--- config.mk ---
export PLATFORM = sky130hd
export DESIGN_NAME = datamover_h
export DESIGN_NICKNAME = d
export VERILOG_FILES = /design/src/rtl/datamover_h.sv
export SDC_FILE = /design/constraint.sdc
export NUM_CORES = 1
export LEC_CHECK = 0
export BUFFER_PORTS_ARGS = -buffer_cell sky130_fd_sc_hd__buf_2
export CORE_MARGIN = 10
export CORE_UTILIZATION = 50
export CTS_BUF_LIST = sky130_fd_sc_hd__clkbuf_4
export DETAILED_ROUTE_END_ITERATION = 12
export GPL_TIMING_DRIVEN = 0
export PLACE_DENSITY = 0.84
export SYNTH_ARGS = -nofsm -noshare
export SYNTH_HDL_FRONTEND = slang
export SYNTH_SLANG_ARGS = --single-unit
--- constraint.sdc ---
create_clock -name S_AXI_ACLK -period 2.5 [get_ports S_AXI_ACLK]
set_input_delay 0.25 -clock S_AXI_ACLK [delete_from_list [all_inputs] [get_ports S_AXI_ACLK]]
set_output_delay 0.25 -clock S_AXI_ACLK [all_outputs]
set_load 0.01 [all_outputs]
--- src/rtl/datamover_h.sv ---
// datamover_h: AXI4-Lite register bank that issues one 72-bit AXI DataMover command per START rising edge.
// Optional feature macro DATAMOVERH_BUSY_STATUS_EN exposes BUSY (= po_valid) on REG3[1].
module datamover_h #(
  parameter int C_S_AXI_DATA_WIDTH = 32,
  parameter int C_S_AXI_ADDR_WIDTH = 5
) (
  input  logic                            S_AXI_ACLK,
  input  logic                            S_AXI_ARESETN,
  // DataMover command stream
  output logic [71:0]                     po_command,
  output logic                            po_valid,
  input  logic                            pi_ready,
  // AXI4-Lite write address
  input  logic [C_S_AXI_ADDR_WIDTH-1:0]   S_AXI_AWADDR,
  input  logic [2:0]                      S_AXI_AWPROT,
  input  logic                            S_AXI_AWVALID,
  output logic                            S_AXI_AWREADY,
  // AXI4-Lite write data
  input  logic [C_S_AXI_DATA_WIDTH-1:0]   S_AXI_WDATA,
  input  logic [C_S_AXI_DATA_WIDTH/8-1:0] S_AXI_WSTRB,
  input  logic                            S_AXI_WVALID,
  output logic                            S_AXI_WREADY,
  // AXI4-Lite write response
  output logic [1:0]                      S_AXI_BRESP,
  output logic                            S_AXI_BVALID,
  input  logic                            S_AXI_BREADY,
  // AXI4-Lite read address
  input  logic [C_S_AXI_ADDR_WIDTH-1:0]   S_AXI_ARADDR,
  input  logic [2:0]                      S_AXI_ARPROT,
  input  logic                            S_AXI_ARVALID,
  output logic                            S_AXI_ARREADY,
  // AXI4-Lite read data
  output logic [C_S_AXI_DATA_WIDTH-1:0]   S_AXI_RDATA,
  output logic [1:0]                      S_AXI_RRESP,
  output logic                            S_AXI_RVALID,
  input  logic                            S_AXI_RREADY
);

  localparam int DW = C_S_AXI_DATA_WIDTH;
  localparam int SW = C_S_AXI_DATA_WIDTH / 8;

  typedef enum logic {
    CMD_IDLE,
    CMD_ISSUE
  } cmd_state_e;

  logic [DW-1:0] reg0_q, reg0_d;
  logic [DW-1:0] reg1_q, reg1_d;
  logic [DW-1:0] reg2_q, reg2_d;
  logic          bvalid_q, bvalid_d;
  logic          rvalid_q, rvalid_d;
  logic [DW-1:0] rdata_q, rdata_d;
  logic          start_prev_q, start_prev_d;
  logic          done_q, done_d;
  cmd_state_e    cmd_state_q, cmd_state_d;
  logic [71:0]   cmd_q, cmd_d;

  logic          wr_hs;
  logic          rd_hs;
  logic          start_rise;
  logic          busy_bit;
  logic [DW-1:0] status_word;
  logic [DW-1:0] rd_mux;

  // Protection bits and the upper address bits carry no meaning for this bank.
  logic unused_inputs;
  assign unused_inputs = ^{S_AXI_AWPROT, S_AXI_ARPROT,
                           S_AXI_AWADDR[C_S_AXI_ADDR_WIDTH-1:2],
                           S_AXI_ARADDR[C_S_AXI_ADDR_WIDTH-1:2]};

  function automatic logic [DW-1:0] apply_strb(input logic [DW-1:0] old_v,
                                               input logic [DW-1:0] new_v,
                                               input logic [SW-1:0] strb);
    logic [DW-1:0] res;
    res = old_v;
    for (int b = 0; b < SW; b++) begin
      if (strb[b]) res[8*b +: 8] = new_v[8*b +: 8];
    end
    return res;
  endfunction

`ifdef DATAMOVERH_BUSY_STATUS_EN
  assign busy_bit = po_valid;
`else
  assign busy_bit = 1'b0;
`endif

  assign status_word = {{(DW-2){1'b0}}, busy_bit, done_q};

  // Address and data are accepted together, and only when no response is pending.
  assign wr_hs = S_AXI_AWVALID && S_AXI_WVALID && !bvalid_q;
  assign rd_hs = S_AXI_ARVALID && !rvalid_q;

  // NOTE: every always_comb output gets a default first so no path leaves it unassigned (no latch).
  always_comb begin
    reg0_d   = reg0_q;
    reg1_d   = reg1_q;
    reg2_d   = reg2_q;
    bvalid_d = bvalid_q;
    if (wr_hs) begin
      unique case (S_AXI_AWADDR[1:0])
        2'd0:    reg0_d = apply_strb(reg0_q, S_AXI_WDATA, S_AXI_WSTRB);
        2'd1:    reg1_d = apply_strb(reg1_q, S_AXI_WDATA, S_AXI_WSTRB);
        2'd2:    reg2_d = apply_strb(reg2_q, S_AXI_WDATA, S_AXI_WSTRB);
        default: ;
      endcase
      bvalid_d = 1'b1;
    end else if (bvalid_q && S_AXI_BREADY) begin
      bvalid_d = 1'b0;
    end
  end

  always_comb begin
    rd_mux = '0;
    unique case (S_AXI_ARADDR[1:0])
      2'd0:    rd_mux = reg0_q;
      2'd1:    rd_mux = reg1_q;
      2'd2:    rd_mux = reg2_q;
      default: rd_mux = status_word;
    endcase
  end

  always_comb begin
    rvalid_d = rvalid_q;
    rdata_d  = rdata_q;
    if (rd_hs) begin
      rvalid_d = 1'b1;
      rdata_d  = rd_mux;
    end else if (rvalid_q && S_AXI_RREADY) begin
      rvalid_d = 1'b0;
    end
  end

  // START is level-stored; the previous value is tracked every cycle so an
  // edge seen while a command is outstanding is consumed rather than queued.
  assign start_rise   = reg2_q[10] && !start_prev_q;
  assign start_prev_d = reg2_q[10];

  always_comb begin
    cmd_state_d = cmd_state_q;
    cmd_d       = cmd_q;
    done_d      = done_q;
    unique case (cmd_state_q)
      CMD_IDLE: begin
        if (start_rise) begin
          cmd_state_d = CMD_ISSUE;
          cmd_d       = {reg1_q[7:0], reg0_q, 1'b0, 1'b1, 6'b0, 1'b1, 13'b0, reg2_q[9:0]};
          done_d      = 1'b0;
        end
      end
      CMD_ISSUE: begin
        if (pi_ready) begin
          cmd_state_d = CMD_IDLE;
          done_d      = 1'b1;
        end
      end
      default: cmd_state_d = CMD_IDLE;
    endcase
  end

  // NOTE: sequential state uses non-blocking assignments so all flops sample pre-edge values.
  always_ff @(posedge S_AXI_ACLK or negedge S_AXI_ARESETN) begin
    if (!S_AXI_ARESETN) begin
      reg0_q       <= '0;
      reg1_q       <= '0;
      reg2_q       <= '0;
      bvalid_q     <= 1'b0;
      rvalid_q     <= 1'b0;
      rdata_q      <= '0;
      start_prev_q <= 1'b0;
      done_q       <= 1'b0;
      cmd_state_q  <= CMD_IDLE;
      cmd_q        <= '0;
    end else begin
      reg0_q       <= reg0_d;
      reg1_q       <= reg1_d;
      reg2_q       <= reg2_d;
      bvalid_q     <= bvalid_d;
      rvalid_q     <= rvalid_d;
      rdata_q      <= rdata_d;
      start_prev_q <= start_prev_d;
      done_q       <= done_d;
      cmd_state_q  <= cmd_state_d;
      cmd_q        <= cmd_d;
    end
  end

  assign po_valid      = (cmd_state_q == CMD_ISSUE);
  assign po_command    = cmd_q;
  assign S_AXI_AWREADY = wr_hs;
  assign S_AXI_WREADY  = wr_hs;
  assign S_AXI_BVALID  = bvalid_q;
  assign S_AXI_BRESP   = 2'b00;
  assign S_AXI_ARREADY = rd_hs;
  assign S_AXI_RVALID  = rvalid_q;
  assign S_AXI_RDATA   = rdata_q;
  assign S_AXI_RRESP   = 2'b00;

endmodule

Word-level counts from Yosys, hierarchy flattened
Index checks and enable logic that the tools add are counted.
Widths: inputs -> output; s select.
{"block": "word_totals", "inputBits": 60, "reg_bits": 185, "wordCells": 64}
{"block": "op_classes", "n_reduce_logical": 27, "eq_ne": 6, "n_mux": 11, "bitwise_logic": 1}
{"operator": "$pmux 32 s3", "n": 1}
{"operator": "$reduce_and 3->1", "n": 12}
{"operator": "$mux 1", "n": 8}
{"operator": "$logic_and 1x1->1", "n": 6}
{"operator": "$eq 2x1->1 const B", "n": 2}
{"operator": "$eq 2x2->1 const B", "n": 2}
{"operator": "$logic_not 2->1", "n": 2}
{"operator": "$ne 2x2->1 const B", "n": 2}
{"operator": "$pmux 1 s2", "n": 2}
{"operator": "$reduce_and 2->1", "n": 2}
{"operator": "$reduce_bool 2->1", "n": 2}
{"operator": "$logic_not 1->1", "n": 3}
{"operator": "$not 1->1", "n": 1}

Logic depth before layout (Yosys ltp)
Gate-level depths: netlist of run 1.
{"block": "logic_depth", "depth_word": 4, "mapped_depth": 5, "depth_no_buf": 3}

Least setup slack after synthesis of run 1
Ideal clock, no wire load.
{"block": "synth_path", "kind": "register -> register", "startpoint": "register bvalid_q, in the netlist S_AXI_BVALID", "endpoint": "register reg1_q[10]", "arrival_ns": 1.384, "synth_period_minus_slack_ns": 1.509, "required_ns": 2.375, "stages_incl_launch_ff": 6, "slack_ns": 0.991, "cell_sequence": "dfrtp_1 -> buf_4 -> and2b_2 -> and3_4 -> buf_6 -> mux2_2"}
{"block": "synth_via", "elab_chain_len": 3}
{"item": "start, declared", "line": "50", "text": "logic bvalid_q, bvalid_d;"}
{"item": "start signal, assigned", "line": "178", "text": "bvalid_q <= bvalid_d;"}
{"item": "$logic_not 1->1", "line": "91", "text": "assign wr_hs = S_AXI_AWVALID && S_AXI_WVALID && !bvalid_q;"}
{"item": "$logic_and 1x1->1", "line": "91"}
{"item": "$reduce_and 3->1 (no line)"}
{"item": "end signal, assigned", "line": "176", "text": "reg1_q <= reg1_d;"}
{"item": "end, declared", "line": "48", "text": "logic [DW-1:0] reg1_q, reg1_d;"}
Every way passes these cells.
A chain may end at the register's enable or synchronous reset.

Worst setup path in the final report of run 1
{"block": "layout_path", "startpoint": "register rvalid_q, in the netlist S_AXI_RVALID", "endpoint": "output S_AXI_ARREADY"}
{"block": "layout_via", "elab_chain_len": 2}
{"item": "start, declared", "line": "51", "text": "logic rvalid_q, rvalid_d;"}
{"item": "start signal, assigned", "line": "179", "text": "rvalid_q <= rvalid_d;"}
{"item": "$logic_not 1->1", "line": "92", "text": "assign rd_hs = S_AXI_ARVALID && !rvalid_q;"}
{"item": "$logic_and 1x1->1", "line": "92"}
{"item": "end, declared", "line": "31", "text": "output logic S_AXI_ARREADY,"}
Every way passes these cells.

==> results of run 1 <==
area by class of cell:
cell class              instances  area share
flip-flops and latches        184       0.480
multi-input cells             358       0.304
repair buffers                175       0.115
plain buffers                  56      0.0389
well taps                     211      0.0275
clock inverters                12      0.0183
clock buffers                  20      0.0157
inverters                       2    0.000783
diodes                          2    0.000522
tightest hold or removal path, cell delays in order:
cell and delay, ns:
buf_2 0.17, or2_2 0.13, a31oi_1 0.07
what timing repair did:
action | 4_1_cts | 5_1_grt
resized for setup | 1 | 2
hold endpoints to repair | 179 | 0
endpoints found under the setup margin | 1 | 1
hold buffers | 38 | 0
synthesized netlist by cell type, types with 2 or more instances:
cell,count
a31oi_1,31
and3_4,3
buf_2,8
buf_4,30
buf_6,5
clkbuf_1,12
dfrtp_1,184
inv_1,2
mux2_2,146
mux2i_1,32
nand2_1,33
nand2_2,8
nor2_1,33
nor2b_1,2
nor3b_1,5
or2_2,32
cell families (layout without fill, tap and decap cells):
logic type	count (synthesis)	count (layout)
compound gates	34	34
buf+inv	58	265
flops	184	184
mux	180	180
other cells	1	26
simple gates	120	120
power groups by stage:
stage                     logic (mW)  registers [mW]  clock network (mW)
after floorplan                 1.28            4.59                   0
after global placement          2.39            4.43                   0
after detailed placement        2.48            4.47                   0
after CTS                       2.54            4.41                1.86
after global routing            2.73            4.54                1.97
final                           2.49            4.42                1.82
path summary, 6_finish.rpt:
kind / startpoint / to / slack, ns / depth (start not counted)
max: S_AXI_RVALID$_DFFE_PN0P_ / S_AXI_ARREADY / 0.37 / 4
min: S_AXI_ARADDR[0] / S_AXI_RDATA[31]$_DFFE_PN0P_ / 0.10 / 3
max reg2reg: po_valid$_DFF_PN0_ / po_command[55]$_DFFE_PN0P_ / 0.78 / 4
min reg2reg: reg2_q[10]$_DFFE_PN0P_ / start_prev_q$_DFF_PN0_ / 0.44 / 0
max in group asynchronous: S_AXI_ARESETN / S_AXI_RDATA[28]$_DFFE_PN0P_ / 1.34 / 3
min in group asynchronous: S_AXI_ARESETN / po_command[40]$_DFFE_PN0P_ / 0.24 / 2
registers in the layout, indices dropped and copies added, names as in the netlist:
signal	flops
S_AXI_RVALID	1
start_prev_q	1
reg1_q	32
reg2_q	32
S_AXI_RDATA	32
po_valid	1
po_command	51
done_q	1
S_AXI_BVALID	1
reg0_q	32
metal layers:
layer  up-vias  global-route usage  wire length (µm)
met1      2589               0.224              8420
met2       177               0.282              8920
met5         -                   0                 0
met3        22              0.0649              1380
li1       2390                   -                 -
met4         0              0.0526               187
==> impl_metrics.env, run 1 <==
export IMPL_p_total_mw=8.73
export IMPL_p_switching_mw=2.70
export IMPL_stdcell_area_mm2=0.00959
export IMPL_cts_root_buf="clkbuf_4"
export IMPL_period_minus_slack_ns=2.13
export IMPL_finalNetCount=854
export IMPL_syn_area_per_cell_um2=13.5
export IMPL_port_buffer_count=136
export IMPL_drc=0
export IMPL_place_area_mm2=0.00888
export IMPL_power_leakage_nw=4.66
export IMPL_crit_path_frequent_cell="clkbuf_2"
export IMPL_setup_viol=0
export IMPL_synth_ff_type="dfrtp_1"
export IMPL_h_tree_depth=4
export IMPL_cp_arrival_ns=1.88
export IMPL_hp_class="input port to flop"
export IMPL_multi_input_area_mm2=0.00292
export IMPL_synthMuxAreaShare=0.256
export IMPL_io_pins=174
export IMPL_layout_commonest_cell="dfrtp_1"
export IMPL_max_freq_ghz=0.470
export IMPL_final_antenna_net_count=0
export IMPL_crit_family="buffers and inverters"
export IMPL_die_area_mm2=0.0210
export IMPL_crit_fanout=10
export IMPL_finalSetupTns_ns=0
export IMPL_syn_area_mm2=0.00781
export IMPL_grt_setup_unrepaired="false"
export IMPL_gp_congestion=0.777
export IMPL_tightest_slew_ns=0.593
export IMPL_clk_latency_ns=0.57
export IMPL_end_kind="output port"
export IMPL_period_share=0.850
export IMPL_synth_edf_count=0
export IMPL_hpwl_um=13200
export IMPL_dp_slack_ns=0.579
export IMPL_yosysTopAreaCell="dfrtp_1"
export IMPL_cts_tree="yes"
export IMPL_synth_top_family_by_area="multiplexers"
export IMPL_fillCellCount=1190
export IMPL_yosys_top_cells_area="dfrtp_1, mux2_2, mux2i_1, buf_4, or2_2"
export IMPL_syn_inst=577
export IMPL_start_kind="flop"
export IMPL_path_class="flop to output port"
export IMPL_internal_power_mw=6.03
export IMPL_yosysTopAreaCellShare=0.589
export IMPL_finalHoldViolCount=0
export IMPL_start_util=0.512
export IMPL_hold_slack_ns=0.104
export IMPL_synth_seq_area_share=0.589
export IMPL_cts_setup_buffers=0
export IMPL_vias=5178
export IMPL_area_growth_pct=22.8
export IMPL_p_seq_frac=0.506
export IMPL_gr_total_overflow=0
export IMPL_async_reset_ff_frac=1.00
export IMPL_clkPwrFrac=0.208
export IMPL_regArea_mm2=0.00460
export IMPL_setup_ws_ns=0.374
export IMPL_status="complete, no violations"
export IMPL_viasPerCell=5.08
export IMPL_synth_fa_ha_area_frac=0
export IMPL_power_per_cell_area_mw_per_mm2=910
export IMPL_synth_compound_gate_area_share=0.0271
export IMPL_route_final_wire_length_um=18900
export IMPL_grt_use_total=0.178
export IMPL_ys_warn_count=0
export IMPL_clk_pin_slew_worst_paths_ns=0.15
export IMPL_power_frac_comb=0.285
export IMPL_cp_required_ns=2.25
export IMPL_drt_pass1_iter_count=7
export IMPL_slew_violations=0
export IMPL_drive_above_1_share=0.499
export IMPL_slowest_stage="dfrtp_1"
export IMPL_crit_path_max_incr_delay_ns=0.43
export IMPL_ys_ff_latch=184
export IMPL_dp_cells=948
export IMPL_grt_max_degree=106
export IMPL_wl_per_cell_um=18.5
export IMPL_peakVddDrop_mv=0.640
export IMPL_instances_no_fill=1020
export IMPL_grt_pass1_wl_um=30200
export IMPL_switching_share=0.309
export IMPL_antenna_found_initial=2
export IMPL_grt_pass1_vias=5456
export IMPL_path_buf_inv=3
export IMPL_worstPathCellList="nor2b_1 > clkbuf_2 > clkbuf_2 > buf_2"
export IMPL_synth_simple_gate_area_frac=0.0788
export IMPL_skew_ns=0.0240
export IMPL_std_cell_rows=45
export IMPL_coreArea_mm2=0.0153
export IMPL_cts_sinks=184
export IMPL_layout_common_cells="dfrtp_1, mux2_2, buf_2"
export IMPL_chipHeight_um=145
export IMPL_cts_buffer_depth=2
export IMPL_drtIter0Drc=261
export IMPL_slew_headroom=0.605
export IMPL_utilization=0.629
export IMPL_synth_cell_type_count=27
export IMPL_die_w_um=145
export IMPL_synth_xor_area_share=0
export IMPL_numCtsBuffers=17
export IMPL_cap_viol_max_count=0
Power figures use the tool's default switching activity.
==> run 2, diff against run 1 <==
--- a/config.mk
+++ b/config.mk
@@ -5,13 +5,14 @@
 export SDC_FILE = /design/constraint.sdc
 export NUM_CORES = 1
 export LEC_CHECK = 0
+export ABC_AREA = 1
 export BUFFER_PORTS_ARGS = -buffer_cell sky130_fd_sc_hd__buf_2
 export CORE_MARGIN = 10
 export CORE_UTILIZATION = 50
 export CTS_BUF_LIST = sky130_fd_sc_hd__clkbuf_4
 export DETAILED_ROUTE_END_ITERATION = 12
 export GPL_TIMING_DRIVEN = 0
-export PLACE_DENSITY = 0.84
+export PLACE_DENSITY = 0.83
 export SYNTH_ARGS = -nofsm -noshare
 export SYNTH_HDL_FRONTEND = slang
 export SYNTH_SLANG_ARGS = --single-unit
==> run 2 against run 1 <==
  * Die area grew 4.8%
  * Register-to-register slack worse by 0.23 ns
  * Final cell count increased by 39%
  * First-iteration DRC count grew to 3.8 times the previous value
  * Non-clock buffer count is 30 higher
  * Critical path depth unchanged
  * Clock skew decreased by 0.012 ns
  * Wire length increased by 35%
==> impl_metrics.env, run 2 <==
export IMPL_status="complete, no violations"
export IMPL_finalHoldViolCount=0
export IMPL_gr_total_overflow=0
export IMPL_start_kind="flop"
export IMPL_r2r_start="S_AXI_RVALID$_DFFE_PN0P_"
export IMPL_end_kind="output port"
export IMPL_largest_reg_flops=51
export IMPL_final_antenna_net_count=0
export IMPL_std_cell_rows=46
export IMPL_drtIter0Drc=987
export IMPL_grt_use_total=0.226
export IMPL_holdPathStages=4
export IMPL_p_total_mw=8.76
export IMPL_synth_cell_type_count=18
export IMPL_chipHeight_um=148
export IMPL_drive_above_1_share=0.197
export IMPL_coreArea_mm2=0.0160
export IMPL_finalSetupTns_ns=0
export IMPL_peakVddDrop_mv=0.438
export IMPL_viasPerCell=5.50
export IMPL_syn_inst=977
export IMPL_setup_viol=0
export IMPL_synth_seq_area_share=0.558
export IMPL_gp_congestion=0.953
export IMPL_hold_slack_ns=0.0481
export IMPL_start_util=0.516
export IMPL_async_reset_ff_frac=1.00
export IMPL_grt_max_degree=119
export IMPL_cts_buffer_depth=2
export IMPL_cp_arrival_ns=2.06
export IMPL_vias=7810
export IMPL_period_minus_slack_ns=2.31
export IMPL_drc=0
export IMPL_reg2reg_depth=6
export IMPL_layout_common_cells="nand2_1, dfrtp_1, buf_2"
export IMPL_antenna_found_initial=4
export IMPL_clk_latency_ns=0.59
export IMPL_utilization=0.626
export IMPL_hp_class="input port to flop"
export IMPL_cp_required_ns=2.25
export IMPL_holdCritStartpoint="S_AXI_AWADDR[1]"
export IMPL_drt_pass1_iter_count=6
export IMPL_io_pins=174
export IMPL_h_tree_depth=4
export IMPL_crit_fanout=14
export IMPL_skew_ns=0.0123
export IMPL_synthTopCellsByCount="nand2_1, dfrtp_1, nand3_1, nand4_1, inv_1"
export IMPL_tightest_slew_ns=0.624
export IMPL_min_delay_worst_endpoint="reg1_q[18]$_DFFE_PN0P_"
export IMPL_r2r_end="S_AXI_RDATA[8]$_DFFE_PN0P_"
export IMPL_numCtsBuffers=17
export IMPL_yosysTopAreaCell="dfrtp_1"
export IMPL_syn_area_mm2=0.00825
export IMPL_r2r_setup_slack_ns=0.55
export IMPL_max_freq_ghz=0.433
export IMPL_cts_tree="yes"
export IMPL_slew_headroom=0.584
export IMPL_synth_ff_type="dfrtp_1"
export IMPL_power_per_cell_area_mw_per_mm2=874
export IMPL_hpwl_um=18200
export IMPL_die_area_mm2=0.0220
export IMPL_finalNetCount=1248
export IMPL_ys_ff_latch=184
export IMPL_yosysTopAreaCellShare=0.558
export IMPL_port_buffer_count=131
export IMPL_clk_pin_slew_worst_paths_ns=0.15
export IMPL_die_w_um=148
export IMPL_layout_commonest_cell="nand2_1"
export IMPL_grt_pass1_vias=7597
export IMPL_path_class="flop to output port"
export IMPL_multi_input_area_mm2=0.00300
export IMPL_period_share=0.924
export IMPL_area_growth_pct=21.4
export IMPL_power_leakage_nw=5.46
export IMPL_synth_most_common_cell="nand2_1"
export IMPL_cap_viol_max_count=0
export IMPL_cts_resized_gates=0
export IMPL_grt_setup_unrepaired="false"
export IMPL_fillCellCount=1376
export IMPL_ys_warn_count=0
export IMPL_wl_per_cell_um=18.0
export IMPL_cts_sinks=184
export IMPL_route_final_wire_length_um=25600
export IMPL_cts_root_buf="clkbuf_4"
export IMPL_synth_edf_count=0
export IMPL_grt_pass1_wl_um=39800
export IMPL_yosys_top_cells_area="dfrtp_1, nand2_1, nand4_1, nand3_1, o21ai_0"
export IMPL_syn_area_per_cell_um2=8.44
export IMPL_regArea_mm2=0.00460
export IMPL_slew_violations=0
## run 2: cell count changes in the layout (fill, tap and decap cells not counted), sizes merged, moves of 32 or more
cell,before,now
inv,3,60
mux2,147,0
nand2,41,375
nand3,0,107
nand4,0,96
o21ai,1,53
or2,32,0
## run 2: metal layers
metal	wire, µm	GRT usage	part of all wire	vias to the layer above
met4	951	0.102	0.037	2
li1	-	-	-	3591
met3	2490	0.0631	0.097	94
met5	8	0	0.00031	-
met2	12000	0.361	0.47	464
met1	10100	0.280	0.39	3659
## run 2: power by group
group / switching [mW] / internal [mW] / leakage [nW] / total, mW
logic: 1.52 / 0.935 / 2.90 / 2.45
clock network: 1.02 / 0.896 / 0.181 / 1.92
registers: 0.547 / 3.84 / 2.38 / 4.39
total: 3.08 / 5.67 / 5.46 / 8.76
## run 2: layout make-up
cell class	instances	area share
Timing Repair Buffer	170	0.107
Clock buffer	18	0.0135
Inverter	59	0.0221
Tap cell	216	0.0270
Antenna cell	2	0.000500
Sequential cell	184	0.460
Clock inverter	14	0.0202
Multi-Input combinational cell	665	0.299
Buffer	91	0.0507
## run 2: worst max-delay path, cell delays in order (launching register included)
cell and delay (ns):
dfrtp_1 0.40, inv_1 0.08, nand2_1 0.26, inv_1 0.50
buf_2 0.24
## run 2: how the worst max path moves through the flow
stage	from	cells past startpoint	endpoint
3_3_place_gp	S_AXI_ARESETN	1	S_AXI_RDATA[13]$_DFFE_PN0P_
5_1_grt	S_AXI_RVALID$_DFFE_PN0P_	4	S_AXI_ARREADY
3_5_place_dp	S_AXI_RVALID$_DFFE_PN0P_	5	S_AXI_ARREADY
2_1_floorplan	S_AXI_BVALID$_DFFE_PN0P_	4	S_AXI_WREADY
4_1_cts	S_AXI_RVALID$_DFFE_PN0P_	5	S_AXI_ARREADY
6_report	S_AXI_RVALID$_DFFE_PN0P_	4	S_AXI_ARREADY
## run 2: cells by family after synthesis
family,count (synthesis),share of synthesized area
DFF,184,0.558
buffers and inverters,151,0.0889
muxes,1,0.00121
other,1,0.000455
AOI/OAI and AO/OA,54,0.0331
and+or+nand+nor,586,0.318
## run 2: what timing repair did
action                                  4_1_cts  5_1_grt
endpoints found under the setup margin        0        1
hold endpoints to repair                    166        0
setup buffers                                 0        0
hold buffers                                 38        0
## run 2: stage by stage
step | std cells | worst slack, ns | cell area [µm²]
floorplan | 1000 | 1.11 | 8340
detailed placement | 1348 | 0.680 | 9300
finish | 1419 | 0.190 | 10000
global placement | 1347 | -1.72 | 9260
CTS | 1418 | 0.0161 | 10000
global route | 1419 | 0.0726 | 10000
==> run 3, diff against run 2 <==
--- a/config.mk
+++ b/config.mk
@@ -12,6 +12,7 @@
 export CTS_BUF_LIST = sky130_fd_sc_hd__clkbuf_4
 export DETAILED_ROUTE_END_ITERATION = 12
 export GPL_TIMING_DRIVEN = 0
+export HOLD_SLACK_MARGIN = 0.15
 export PLACE_DENSITY = 0.83
 export SYNTH_ARGS = -nofsm -noshare
 export SYNTH_HDL_FRONTEND = slang
==> run 3 against run 2 <==
  * Cell area increased by 1.2%
  * Non-clock buffer count increased by 12
  * Register-to-register slack got worse by 0.09 ns
  * Largest cell class unchanged
==> impl_metrics.env, run 3 (synthesis gave the netlist of run 2 again) <==
export IMPL_cts_resized_gates=0
export IMPL_vias=7838
export IMPL_cts_root_buf="clkbuf_4"
export IMPL_port_buffer_count=131
export IMPL_period_minus_slack_ns=2.31
export IMPL_grt_pass1_wl_um=40300
export IMPL_crit_path_frequent_cell="inv_1"
export IMPL_cts_sinks=184
export IMPL_reg2reg_depth=6
export IMPL_clk_latency_ns=0.60
export IMPL_tightest_slew_ns=0.618
export IMPL_io_pins=174
export IMPL_hp_class="input port to asynchronous set/reset pin"
export IMPL_cts_tree="yes"
export IMPL_cp_required_ns=2.25
export IMPL_peakVddDrop_mv=0.436
export IMPL_die_area_mm2=0.0220
export IMPL_cp_arrival_ns=2.06
export IMPL_finalHoldViolCount=0
export IMPL_cts_buffer_depth=2
export IMPL_path_class="flop to output port"
export IMPL_die_w_um=148
export IMPL_utilization=0.634
export IMPL_clk_pin_slew_worst_paths_ns=0.14
export IMPL_gp_congestion=0.953
export IMPL_drc=0
export IMPL_h_tree_depth=4
export IMPL_gr_total_overflow=0
export IMPL_cap_viol_max_count=0
export IMPL_r2r_start="S_AXI_BVALID$_DFFE_PN0P_"
export IMPL_dp_cells=1348
export IMPL_path_buf_inv=3
export IMPL_finalNetCount=1260
export IMPL_drtIter0Drc=934
export IMPL_fillCellCount=1356
export IMPL_skew_ns=0.0161
export IMPL_worstPathCellList="inv_1 > nand2_1 > inv_1 > buf_2"
export IMPL_crit_path_max_incr_delay_ns=0.49
export IMPL_largest_reg_flops=51
export IMPL_drive_above_1_share=0.195
export IMPL_final_antenna_net_count=0
export IMPL_slew_headroom=0.588
export IMPL_grt_use_total=0.229
export IMPL_stdcell_area_mm2=0.0101
export IMPL_wl_per_cell_um=18.0
export IMPL_area_growth_pct=22.9
export IMPL_slowest_stage="inv_1"
export IMPL_setup_viol=0
export IMPL_crit_fanout=14
export IMPL_max_freq_ghz=0.433
export IMPL_grt_max_degree=119
export IMPL_dp_slack_ns=0.680
export IMPL_power_leakage_nw=5.51
export IMPL_route_final_wire_length_um=25800
export IMPL_chipHeight_um=148
export IMPL_antenna_found_initial=2
export IMPL_layout_common_cells="nand2_1, dfrtp_1, buf_2"
export IMPL_drt_pass1_iter_count=6
export IMPL_p_total_mw=8.79
export IMPL_cts_setup_buffers=0
export IMPL_finalSetupTns_ns=0
export IMPL_r2r_setup_slack_ns=0.46
export IMPL_status="complete, no violations"
export IMPL_r2r_end="reg2_q[0]$_DFFE_PN0P_"
export IMPL_std_cell_rows=46
export IMPL_numCtsBuffers=17
export IMPL_setup_ws_ns=0.190
export IMPL_period_share=0.924
export IMPL_instances_no_fill=1431
export IMPL_power_per_cell_area_mw_per_mm2=867
export IMPL_viasPerCell=5.48
export IMPL_place_area_mm2=0.00930
export IMPL_hpwl_um=18200
export IMPL_hold_slack_ns=0.163
export IMPL_start_util=0.516
export IMPL_grt_setup_unrepaired="false"
export IMPL_start_kind="flop"
export IMPL_crit_family="buffers and inverters"
export IMPL_grt_pass1_vias=7671
export IMPL_coreArea_mm2=0.0160
export IMPL_slew_violations=0
export IMPL_end_kind="output port"
export IMPL_layout_commonest_cell="nand2_1"
[run 3: area by class of cell]
| class | instances | area, µm² | share of cell area |
|---|---|---|---|
| clock inverters | 14 | 203 | 0.0200 |
| clock buffers | 18 | 135 | 0.0133 |
| inverters | 59 | 221 | 0.0218 |
| plain buffers | 91 | 508 | 0.0501 |
| well taps | 216 | 270 | 0.0267 |
| diodes | 2 | 5.00 | 0.000494 |
| repair buffers | 182 | 1190 | 0.118 |
| multi-input cells | 665 | 3000 | 0.296 |
| flip-flops and latches | 184 | 4600 | 0.454 |
[run 3: worst max-delay path by stage]
stage / from / end / depth (start not counted)
after detailed placement: S_AXI_RVALID$_DFFE_PN0P_ / S_AXI_ARREADY / 5
final: S_AXI_RVALID$_DFFE_PN0P_ / S_AXI_ARREADY / 4
after global placement: S_AXI_ARESETN / S_AXI_RDATA[13]$_DFFE_PN0P_ / 1
after floorplan: S_AXI_BVALID$_DFFE_PN0P_ / S_AXI_WREADY / 4
after CTS: S_AXI_RVALID$_DFFE_PN0P_ / S_AXI_ARREADY / 5
after global routing: S_AXI_RVALID$_DFFE_PN0P_ / S_AXI_ARREADY / 4
[run 3: worst reg2reg max path, stage by stage (launching register included)]
cell	delay [ns]
dfrtp_1	0.46
nor2_4	0.28
buf_4	0.25
buf_2	0.24
nand4_1	0.11
nand2_1	0.09
dlygate4sd3_1	0.54
[run 3: repair_timing]
| action | CTS | global route |
|---|---|---|
| setup endpoints to repair | 0 | 1 |
| hold endpoints to repair | 194 | 0 |
| hold buffers | 50 | 0 |
[run 3: layer usage]
layer	GRT usage	share of wire	up-vias
li1	-	-	3614
met1	0.285	0.39	3642
met2	0.367	0.48	490
met3	0.0573	0.099	92
met4	0.107	0.037	0
met5	0	0	-
[run 3: where the power goes]
part           total (mW)  switching, mW  internal [mW]
combinational        2.48           1.52          0.957
clock                1.92           1.02          0.896
sequential           4.39          0.547           3.84
total                8.79           3.10           5.69
